--- src/rtl/hs_pkg.sv ---
// Shared types and constants for the valid/ready stream sink checker.
// Backpressure modes, FSM states and the backpressure LFSR polynomial.
package hs_pkg;

  localparam logic [1:0] BP_ALWAYS = 2'd0;
  localparam logic [1:0] BP_NEVER  = 2'd1;
  localparam logic [1:0] BP_TOGGLE = 2'd2;
  localparam logic [1:0] BP_LFSR   = 2'd3;

  typedef enum logic [1:0] {
    ST_IDLE = 2'd0,
    ST_RUN  = 2'd1,
    ST_DONE = 2'd2
  } state_t;

  // Galois form of x^16+x^14+x^13+x^11+1
  localparam logic [15:0] LFSR_TAPS = 16'hB400;
  localparam logic [15:0] LFSR_SEED = 16'hACE1;

endpackage

--- src/rtl/hs_bp_lfsr.sv ---
// Galois LFSR with load and step enables; a zero seed is remapped
// to a fixed non-zero value so the register never locks up.
module hs_bp_lfsr
  import hs_pkg::*;
#(
  parameter int W = 16,
  parameter logic [W-1:0] TAPS = W'(LFSR_TAPS),
  parameter logic [W-1:0] SEED_DEF = W'(LFSR_SEED)
) (
  input  logic         clk,
  input  logic         rst_n,
  input  logic         load_i,
  input  logic [W-1:0] seed_i,
  input  logic         step_i,
  output logic         seed_bit_o,
  output logic [W-1:0] state_o,
  output logic [W-1:0] next_o
);

  logic [W-1:0] seed_eff;

  always_comb begin
    seed_eff = (seed_i == '0) ? SEED_DEF : seed_i;
    seed_bit_o = seed_eff[0];
    next_o = (state_o >> 1) ^ (state_o[0] ? TAPS : '0);
  end

  always_ff @(posedge clk or negedge rst_n) begin
    if (!rst_n) begin
      state_o <= '0;
    end else if (load_i) begin
      state_o <= seed_eff;
    end else if (step_i) begin
      state_o <= next_o;
    end
  end

endmodule

--- config.mk ---
export PLATFORM = sky130hd
export DESIGN_NAME = hs_bp_lfsr
export DESIGN_NICKNAME = d
export VERILOG_FILES = /design/src/rtl/hs_pkg.sv /design/src/rtl/hs_bp_lfsr.sv
export SDC_FILE = /design/constraint.sdc
export NUM_CORES = 1
export LEC_CHECK = 0
export ABC_AREA = 0
export CAP_MARGIN = 10
export CORE_MARGIN = 5
export CORE_UTILIZATION = 30
export DETAILED_ROUTE_END_ITERATION = 8
export PLACE_DENSITY = 0.66
export SLEW_MARGIN = 40
export SYNTH_ARGS = -nofsm -noshare
export SYNTH_HDL_FRONTEND = slang
export SYNTH_SLANG_ARGS = --single-unit
--- constraint.sdc ---
create_clock -name clk -period 1.5 [get_ports clk]
set_input_delay 0.45 -clock clk [delete_from_list [all_inputs] [get_ports clk]]
set_output_delay 0.45 -clock clk [all_outputs]
set_load 0.05 [all_outputs]
After elaboration in Yosys (flattened, before gate mapping)
Index checks and enable logic that the tools add are counted.

Bits in registers: 16. Input port bits: 20. Output and inout bits: 33. Word-level logic and storage cells: 8.

Muxes and demuxes: 4. Bitwise operators: 1. Reduce and logical (&&, ||, !) cells: 2.

Operator list (count): two-way mux 16 bit (4); zero test 16 bit (1); XOR 15 x 16 -> 16 bit (1); nonzero test 2 bit (1).

Longest topological paths before layout
Gate-level depths: netlist (run 1).

Depth after elaboration: 4. Mapped depth: 4. Depth with buffers taken out: 3.

Worst setup path after synthesis (run 1)
No wires, ideal clock.

Path kind: register -> output. From: reg state_o[0]. To: out next_o[10]. Arrival: 1.572 ns. Data required time: 1.050 ns. Setup slack: -0.522 ns. Cell stages (with the launch flop): 2. Buffers on the path: 0. Path through: dfrtp_1 xor2_1.

Longest elaborated chain between the ends: 2.

Ends and longest elaborated chain: start, declared (RTL line hs_bp_lfsr.sv:16) `output logic [W-1:0] state_o,`; start signal, assigned (RTL line hs_bp_lfsr.sv:34) `state_o <= next_o;`; two-way mux 16 bit (RTL line hs_bp_lfsr.sv:25) `next_o = (state_o >> 1) ^ (state_o[0] ? TAPS : '0);`; XOR 15 x 16 -> 16 bit (RTL line hs_bp_lfsr.sv:25); end, declared (RTL line hs_bp_lfsr.sv:17) `output logic [W-1:0] next_o`.

Every way passes these cells.

Worst setup path after layout (run 1)
From: in seed_i[3]. To: out seed_bit_o.

Longest elaborated chain between the ends: 2.

Ends and longest elaborated chain: start, declared (RTL line hs_bp_lfsr.sv:13) `input logic [W-1:0] seed_i,`; zero test 16 bit (RTL line hs_bp_lfsr.sv:23) `seed_eff = (seed_i == '0) ? SEED_DEF : seed_i;`; two-way mux 16 bit (RTL line hs_bp_lfsr.sv:23); end, declared (RTL line hs_bp_lfsr.sv:15) `output logic seed_bit_o,`.

Every way passes these cells.

==> results.json, run 1 <==
{
  "status": "complete, but fails checks",
  "failed_checks": "setup timing",
  "vias": 883,
  "num_io_pins": 53,
  "drive_gt1_frac": 0.6571,
  "worstPathRequired_ns": 1.05,
  "die_h_um": 64.84,
  "worstSetupStartpointType": "primary input",
  "ir_worst_vdd_mv": 0.6320,
  "grt_max_degree": 17,
  "final_common_cell": "buf_12",
  "syn2layout_area_growth_pct": 123.7,
  "num-nets-final": 161,
  "overflow": 0,
  "viasPerCell": 5.164,
  "start_util": 0.3189,
  "cp.arrival_ns": 1.28,
  "fmax_ghz": 0.5770,
  "cts_buffers": 3,
  "grt_pass1_wl_um": 5250,
  "worst_slew_pin_slew_ns": 0.2823,
  "hold_viol": 0,
  "setup_viol": 6,
  "synth_seq_area_share": 0.4438,
  "coreArea_sq_mm": 0.002829,
  "fin_crit_ns": 1.733,
  "largest-register": "state_o",
  "dpl_worst_slack_ns": -0.6218,
  "post-route-period-util": 1.155,
  "fill_cells": 195,
  "leakagePower_nw": 0.9043,
  "timing.rr.start": "state_o[0]",
  "drt-initial-drc-count": 51,
  "seq_area_sq_um": 409.1,
  "placed_area_sq_mm": 0.001873,
  "htree_levels": 1,
  "fin_area_sq_mm": 0.002018,
  "final_util": 0.7134,
  "antenna_found_initial": 0,
  "drt_wl_total_um": 3165,
  "grt_setup_unrepaired": "yes",
  "power_density_mw_per_mm2": 985.1,
  "r2r-end": "state_o[12]",
  "reg_top3": "state_o (16)",
  "drv_cap": 0,
  "synth_nets": 103,
  "fin_ws_ns": -0.2332,
  "ys_ff_latch": 16,
  "min_from": "seed_i[3]",
  "cts_root_buf": "clkbuf_4",
  "r2r_slack_ns": 0.24,
  "fp-row-count": 19,
  "ff2ff_path_depth": 4,
  "synth_area_sq_um": 902.1,
  "hold_class": "in -> reg",
  "slew_headroom": 0.8064,
  "final_max_slew_viol_count": 0,
  "min_to": "state_o[3]",
  "worstSetupEndpointType": "output pin",
  "die_area_sq_mm": 0.004204,
  "gp_congestion": 0.7862,
  "critPathMaxFanout": 2,
  "yosysWarnings": 0,
  "drt_pre_antenna_iters": 4,
  "wl_per_cell_um": 18.51,
  "synth_cells": 83,
  "synth.distinct_cells": 14,
  "mostFrequentLayoutCells": "34 x buf_12, 16 x mux2i_1, 13 x buf_4, 11 x dfrtp_1, 9 x buf_6",
  "drtAntennaViolNets": 0,
  "largest_reg_flops": 16,
  "numPortBuffers": 52,
  "crit_type": "in -> out",
  "route.detailed.drc": 0,
  "hold_depth": 3,
  "cts_tree": "yes",
  "multi_input_area_sq_um": 549.3,
  "skew_ns": 0.01349,
  "grt_pass1_vias": 946,
  "setup_tns_ns": -1.019,
  "cts_sinks": 16,
  "dpl.hpwl_um": 2328,
  "cts_max_path_buffers": 2,
  "clkTransAtPathRegs_ns": 0.08,
  "die_width_um": 64.84,
  "diodes": 0,
  "clk_latency_ns": 0.29,
  "synth_area_per_cell_sq_um": 10.87,
  "track_usage": 0.1675
}
## power by group
group	internal (W)	switching, W	total, W
logic	0.000572	0.000575	0.00115
clock network	0.000103	0.000133	0.000237
registers	0.000483	0.000122	0.000605
## worst max path at each step
stage               cells after the start  slack, ns         end        from
floorplan                               2      -0.02  seed_bit_o  seed_i[13]
global placement                        4      -0.61  seed_bit_o   seed_i[5]
detailed placement                      4      -0.62  seed_bit_o   seed_i[2]
CTS                                     4      -0.24  seed_bit_o   seed_i[9]
global route                            4      -0.27  seed_bit_o   seed_i[3]
finish                                  4      -0.23  seed_bit_o   seed_i[3]
## area by class of cell
| cell class | instances | area share |
|---|---|---|
| clock buffers | 4 | 0.01302 |
| inverters | 1 | 0.001860 |
| multi-input cells | 49 | 0.2722 |
| flip-flops and latches | 16 | 0.2027 |
| well taps | 31 | 0.01922 |
| repair buffers | 70 | 0.4910 |
## critical path: stages
cell and delay (ns):
buf_6 0.10, nor4_4 0.33, a41o_4 0.27, buf_12 0.13
## per-layer routing
layer | GRT usage | up-vias | routed length (um)
met4 | 0.06596 | 0 | 78
met5 | 0 | - | 0
met3 | 0.04663 | 8 | 155
met2 | 0.2822 | 38 | 1659
met1 | 0.2022 | 438 | 1271
li1 | - | 399 | -
## synthesized netlist by cell type (all sizes together)
cell type	number	area share
buf	16	0.13
dfrtp	16	0.44
mux2i	16	0.18
a2bb2oi	8	0.078
nand2	8	0.033
o21ai	8	0.044
nor4	4	0.028
xor2	3	0.029
a41o	2	0.024
clkbuf	1	0.0042
inv	1	0.0042
## timing repair
action / 4_1_cts / 5_1_grt
setup buffers: 11 / 3
hold buffers: 0 / 0
pin swaps: 8 / 7
setup endpoints to repair: 14 / 16
gates resized for setup: 81 / 10
## cells by family (layout without fill, tap and decap cells)
logic type | after synthesis | after routing | share of synthesized area
AO/OA/AOI/OAI | 18 | 18 | 0.1456
buffers and inverters | 18 | 75 | 0.1428
multiplexers | 16 | 16 | 0.1775
flip-flops | 16 | 16 | 0.4438
AND/OR/NAND/NOR | 12 | 12 | 0.06102
XOR/XNOR | 3 | 3 | 0.02913
## per-stage QoR
stage	instances	hold WS, ns	power [W]
CTS	171	0.3865	0.001997
floorplan	83	0.1544	0.001133
finish	171	0.3917	0.001988
global route	171	0.3803	0.002071
global placement	157	0.6849	0.001698
detailed placement	157	0.6964	0.001712
Note: power is estimated with default switching activity, not from simulation.
==> inputs of run 2 (changes only) <==
--- a/config.mk
+++ b/config.mk
@@ -7,10 +7,11 @@
 export LEC_CHECK = 0
 export ABC_AREA = 0
 export CAP_MARGIN = 10
-export CORE_MARGIN = 5
+export CORE_MARGIN = 4
 export CORE_UTILIZATION = 30
 export DETAILED_ROUTE_END_ITERATION = 8
-export PLACE_DENSITY = 0.66
+export HOLD_SLACK_MARGIN = 0.03
+export PLACE_DENSITY_LB_ADDON = 0.15
 export SLEW_MARGIN = 40
 export SYNTH_ARGS = -nofsm -noshare
 export SYNTH_HDL_FRONTEND = slang
==> results.json, run 2 (synthesized netlist as in run 1, its figures left out) <==
{
  "worstPathRequired_ns": 1.05,
  "slew_headroom": 0.8154,
  "reg_top3": "state_o (16)",
  "worstSetupStartpointType": "primary input",
  "coreArea_sq_mm": 0.002805,
  "cts_root_buf": "clkbuf_4",
  "final_util": 0.6873,
  "fp-row-count": 19,
  "status": "complete, but fails checks",
  "cts_tree": "yes",
  "critPathMaxStageDelay_ns": 0.26,
  "ir_worst_vdd_mv": 0.5236,
  "drt_wl_total_um": 2533,
  "fin_crit_ns": 1.715,
  "grt_setup_unrepaired": "yes",
  "setup_viol": 6,
  "die_h_um": 62.84,
  "final_max_slew_viol_count": 0,
  "diodes": 0,
  "start_util": 0.3216,
  "fin_area_sq_mm": 0.001928,
  "p_seq_frac": 0.303,
  "htree_levels": 1,
  "grt_pass1_wl_um": 4326,
  "final_common_cell": "buf_12",
  "wl_per_cell_um": 15.26,
  "post-route-period-util": 1.143,
  "cp.arrival_ns": 1.26,
  "placedCellCount": 157,
  "clkPwrFrac": 0.143,
  "num-nets-final": 156,
  "drive_gt1_frac": 0.5704,
  "crit_end": "seed_bit_o",
  "hold_class": "in -> reg",
  "crit_chain": "clkdlybuf4s15_1, nor4_4, a41o_4, buf_12",
  "die_area_sq_mm": 0.003948,
  "p_int_w": 0.001176,
  "largest_reg_flops": 16,
  "r2r_slack_ns": 0.29,
  "finalPower_w": 0.001974,
  "dpl.hpwl_um": 2059,
  "placed_area_sq_mm": 0.001873,
  "final_cells": 166,
  "timing.rr.start": "state_o[0]",
  "viasPerCell": 4.904,
  "track_usage": 0.1381,
  "cts_max_path_buffers": 2,
  "numPortBuffers": 52,
  "gp_congestion": 0.7712,
  "failed_checks": "setup timing",
  "drtAntennaViolNets": 0,
  "clkTransAtPathRegs_ns": 0.09,
  "num_io_pins": 53,
  "grt_max_degree": 17,
  "largest-register": "state_o",
  "drt_pre_antenna_iters": 4,
  "grt_pass1_vias": 915,
  "cts_sinks": 16,
  "fmax_ghz": 0.5831,
  "mostFrequentLayoutCells": "34 x buf_12, 16 x mux2i_1, 12 x dfrtp_1, 11 x buf_4",
  "cts_buffers": 3,
  "vias": 814,
  "switchingPower_w": 0.0007974,
  "min_from": "seed_i[8]",
  "fin_ws_ns": -0.2149,
  "syn2layout_area_growth_pct": 113.7,
  "critPathMaxFanout": 2,
  "switching_share": 0.4040,
  "power_density_mw_per_mm2": 1024,
  "route.detailed.drc": 0,
  "die_width_um": 62.84,
  "hold_viol": 0,
  "overflow": 0,
  "skew_ns": 0.003724,
  "p_comb_frac": 0.554,
  "leakagePower_nw": 0.8717,
  "antenna_found_initial": 0,
  "worst_slew_pin_slew_ns": 0.2768,
  "fill_cells": 202,
  "r2r-end": "state_o[10]",
  "crit_start": "seed_i[2]",
  "worstSetupEndpointType": "output pin",
  "drt-initial-drc-count": 17,
  "ff2ff_path_depth": 4,
  "clk_latency_ns": 0.28,
  "slowest_stage": "a41o_4",
  "drv_cap": 0,
  "crit_type": "in -> out"
}
run 2: cell count changes in the layout (fill, tap and decap cells not counted), moves of 2 or more:
| cell | change |
|---|---|
| buf_4 | -2 |
| buf_6 | -4 |
| a2bb2oi_1 | +8 |
| a2bb2oi_2 | -8 |
| clkdlybuf4s15_1 | +2 |
run 2: how the worst min path moves through the flow:
| stage | slack [ns] | cells past startpoint | to |
|---|---|---|---|
| 3_3_place_gp | 0.68 | 2 | state_o[14] |
| 6_report | 0.38 | 3 | state_o[8] |
| 2_1_floorplan | 0.15 | 0 | state_o[10] |
| 3_5_place_dp | 0.70 | 2 | state_o[14] |
| 5_1_grt | 0.36 | 3 | state_o[8] |
| 4_1_cts | 0.38 | 3 | state_o[8] |
run 2: power groups by stage:
stage	Sequential, W	Combinational [W]	Clock [W]
final	0.000599	0.00109	0.000281
after global routing	0.000612	0.00113	0.000310
after CTS	0.000601	0.00110	0.000287
after detailed placement	0.000612	0.00109	0
after global placement	0.000609	0.00108	0
after floorplan	0.000725	0.000408	0
run 2: metal layers:
metal / up-vias / global-route usage / wire length (um) / share of wire
li1: 392 / - / - / -
met1: 391 / 0.1501 / 910 / 0.36
met2: 27 / 0.2490 / 1433 / 0.57
met3: 4 / 0.04496 / 160 / 0.063
met4: 0 / 0.04959 / 29 / 0.011
met5: - / 0 / 0 / 0
run 2: timing repair:
action | 4_1_cts | 5_1_grt
pin swaps | 7 | 2
endpoints found under the setup margin | 14 | 6
gates resized for setup | 70 | 0
hold buffers | 0 | 0
endpoints found under the hold margin | 0 | 0
buffers inserted | 4 | 1
run 2: cell type report:
cell class | instances | area (sq um) | area share
inverter | 1 | 3.754 | 0.001947
multi-input combinational | 49 | 499.2 | 0.2589
tap | 31 | 38.79 | 0.02012
timing repair buffer | 65 | 942.2 | 0.4886
clock buffer | 4 | 36.28 | 0.01882
sequential | 16 | 407.9 | 0.2116
run 2: per-stage QoR:
stage	worst slack (ns)	hold slack, ns	setup TNS [ns]
final	-0.2149	0.3815	-0.9251
after global routing	-0.2645	0.3639	-1.207
after CTS	-0.2239	0.3818	-0.9732
after detailed placement	-0.6709	0.7006	-4.479
after global placement	-0.6095	0.6811	-3.618
after floorplan	-0.02070	0.1544	-0.02070
run 2: critical path, delay by kind of cell:
kind                   cells  cell delay [ns]
AND/OR/NAND/NOR            1             0.20
buffers and inverters      2             0.35
AO/OA/AOI/OAI              1             0.26
==> inputs of run 3 (changes only) <==
--- a/config.mk
+++ b/config.mk
@@ -7,8 +7,11 @@
 export LEC_CHECK = 0
 export ABC_AREA = 0
 export CAP_MARGIN = 10
+export CELL_PAD_IN_SITES_DETAIL_PLACEMENT = 0
+export CELL_PAD_IN_SITES_GLOBAL_PLACEMENT = 1
 export CORE_MARGIN = 4
-export CORE_UTILIZATION = 30
+export CORE_UTILIZATION = 27
+export CTS_CLUSTER_DIAMETER = 150
 export DETAILED_ROUTE_END_ITERATION = 8
 export HOLD_SLACK_MARGIN = 0.03
 export PLACE_DENSITY_LB_ADDON = 0.15
==> results.json, run 3 (synthesized netlist as in run 1, its figures left out) <==
{
  "failed_checks": "setup timing",
  "min_to": "state_o[1]",
  "setup_tns_ns": -0.9568,
  "top_layer_used": "met4",
  "fin_ws_ns": -0.2439,
  "syn2layout_area_growth_pct": 119.0,
  "slew_headroom": 0.8138,
  "clk_latency_ns": 0.28,
  "worstSetupStartpointType": "primary input",
  "numPortBuffers": 52,
  "fp-row-count": 20,
  "leakagePower_nw": 0.8892,
  "ir_worst_vdd_mv": 0.5062,
  "finalPower_w": 0.001994,
  "crit_type": "in -> out",
  "die_h_um": 65.80,
  "ff2ff_path_depth": 4,
  "drtAntennaViolNets": 0,
  "clkTransAtPathRegs_ns": 0.09,
  "vias": 835,
  "cts_sinks": 16,
  "route.detailed.drc": 0,
  "wl_per_cell_um": 14.28,
  "r2r-end": "state_o[10]",
  "power_density_mw_per_mm2": 1009,
  "skew_ns": 0.001711,
  "overflow": 0,
  "wl_met2_um": 1385,
  "htree_levels": 1,
  "grt_pass1_vias": 887,
  "grt_pass1_wl_um": 4153,
  "num_io_pins": 53,
  "num-nets-final": 158,
  "cts_tree": "yes",
  "fin_crit_ns": 1.744,
  "largest_reg_flops": 16,
  "final_max_slew_viol_count": 0,
  "mostFrequentLayoutCells": "34 x buf_12, 16 x mux2i_1, 12 x buf_4, 12 x dfrtp_1",
  "wl_met3_um": 173,
  "timing.rr.start": "state_o[0]",
  "fmax_ghz": 0.5734,
  "gp_congestion": 0.7119,
  "hold_viol": 0,
  "dpl.hpwl_um": 2008,
  "drt-initial-drc-count": 38,
  "worstSetupEndpointType": "output pin",
  "die_area_sq_mm": 0.004330,
  "antenna_found_initial": 0,
  "cts_buffers": 3,
  "drive_gt1_frac": 0.5912,
  "cp.arrival_ns": 1.29,
  "coreArea_sq_mm": 0.003128,
  "min_from": "seed_i[1]",
  "fin_area_sq_mm": 0.001976,
  "reg_top3": "state_o (16)",
  "drt_pre_antenna_iters": 4,
  "track_usage": 0.1265,
  "largest-register": "state_o",
  "hold_buffers": 0,
  "worstPathRequired_ns": 1.05,
  "hold_class": "in -> reg",
  "drt_wl_total_um": 2585,
  "viasPerCell": 4.613,
  "grt_setup_unrepaired": "yes",
  "cts_max_path_buffers": 2,
  "critPathMaxFanout": 2,
  "cts_root_buf": "clkbuf_4",
  "worst_slew_pin_slew_ns": 0.2772,
  "m1WireLength_um": 1011,
  "final_common_cell": "buf_12",
  "diodes": 0,
  "status": "complete, but fails checks",
  "start_util": 0.2884,
  "hold_depth": 3,
  "drv_cap": 0,
  "r2r_slack_ns": 0.21,
  "placed_area_sq_mm": 0.001889,
  "setup_viol": 6,
  "die_width_um": 65.80,
  "grt_max_degree": 17,
  "post-route-period-util": 1.163
}
## run 3: cell types whose count changed in the layout (fill, tap and decap cells not counted)
cell / before / now
buf_6: 5 / 8
buf_2: 7 / 5
clkdlybuf4s15_1: 2 / 0
buf_4: 11 / 12
buf_8: 1 / 2
clkbuf_2: 0 / 1
## run 3: stage by stage
step	hold slack, ns	util	cells	setup WS, ns
4_1_cts	0.3733	0.6272	180	-0.2303
3_3_place_gp	0.6849	0.6040	170	-0.6166
2_1_floorplan	0.1544	-	83	-0.02070
6_report	0.3808	0.6316	181	-0.2439
5_1_grt	0.3562	0.6316	181	-0.2722
3_5_place_dp	0.7063	0.6040	170	-0.6180
## run 3: critical path, stage by stage
cell	delay, ns
buf_2	0.12
nor4_4	0.31
a41o_4	0.28
buf_12	0.13
## run 3: worst max-delay path by stage
| stage | endpoint | start | depth (start not counted) | slack [ns] |
|---|---|---|---|---|
| 3_5_place_dp | seed_bit_o | seed_i[13] | 4 | -0.62 |
| 3_3_place_gp | seed_bit_o | seed_i[2] | 4 | -0.62 |
| 6_report | seed_bit_o | seed_i[11] | 4 | -0.24 |
| 4_1_cts | seed_bit_o | seed_i[1] | 4 | -0.23 |
| 2_1_floorplan | seed_bit_o | seed_i[13] | 2 | -0.02 |
| 5_1_grt | seed_bit_o | seed_i[15] | 4 | -0.27 |
## run 3: metal layers
| metal | track usage | vias to the layer above |
|---|---|---|
| li1 | - | 397 |
| met1 | 0.1462 | 401 |
| met2 | 0.2253 | 35 |
| met3 | 0.02891 | 2 |
| met4 | 0.04663 | 0 |
| met5 | 0 | - |
## run 3: layout make-up
| cell class | count | area, sq um |
|---|---|---|
| Multi-Input combinational cell | 49 | 499.2 |
| Fill cell | 250 | 1152 |
| Tap cell | 44 | 55.05 |
| Timing Repair Buffer | 67 | 973.4 |
| Clock buffer | 4 | 36.28 |
| Sequential cell | 16 | 407.9 |
| Inverter | 1 | 3.754 |
## run 3: where the power goes
| group | total (W) | switching [W] | internal [W] |
|---|---|---|---|
| registers | 0.000599 | 0.000117 | 0.000482 |
| logic | 0.00111 | 0.000551 | 0.000559 |
| clock network | 0.000285 | 0.000137 | 0.000148 |
| total | 0.00199 | 0.000805 | 0.00119 |
## run 3: repair_timing
| item | CTS | global route |
|---|---|---|
| buffers inserted | 6 | 1 |
| setup endpoints to repair | 14 | 6 |
| gates resized for setup | 73 | 7 |
| pin swaps | 7 | 4 |
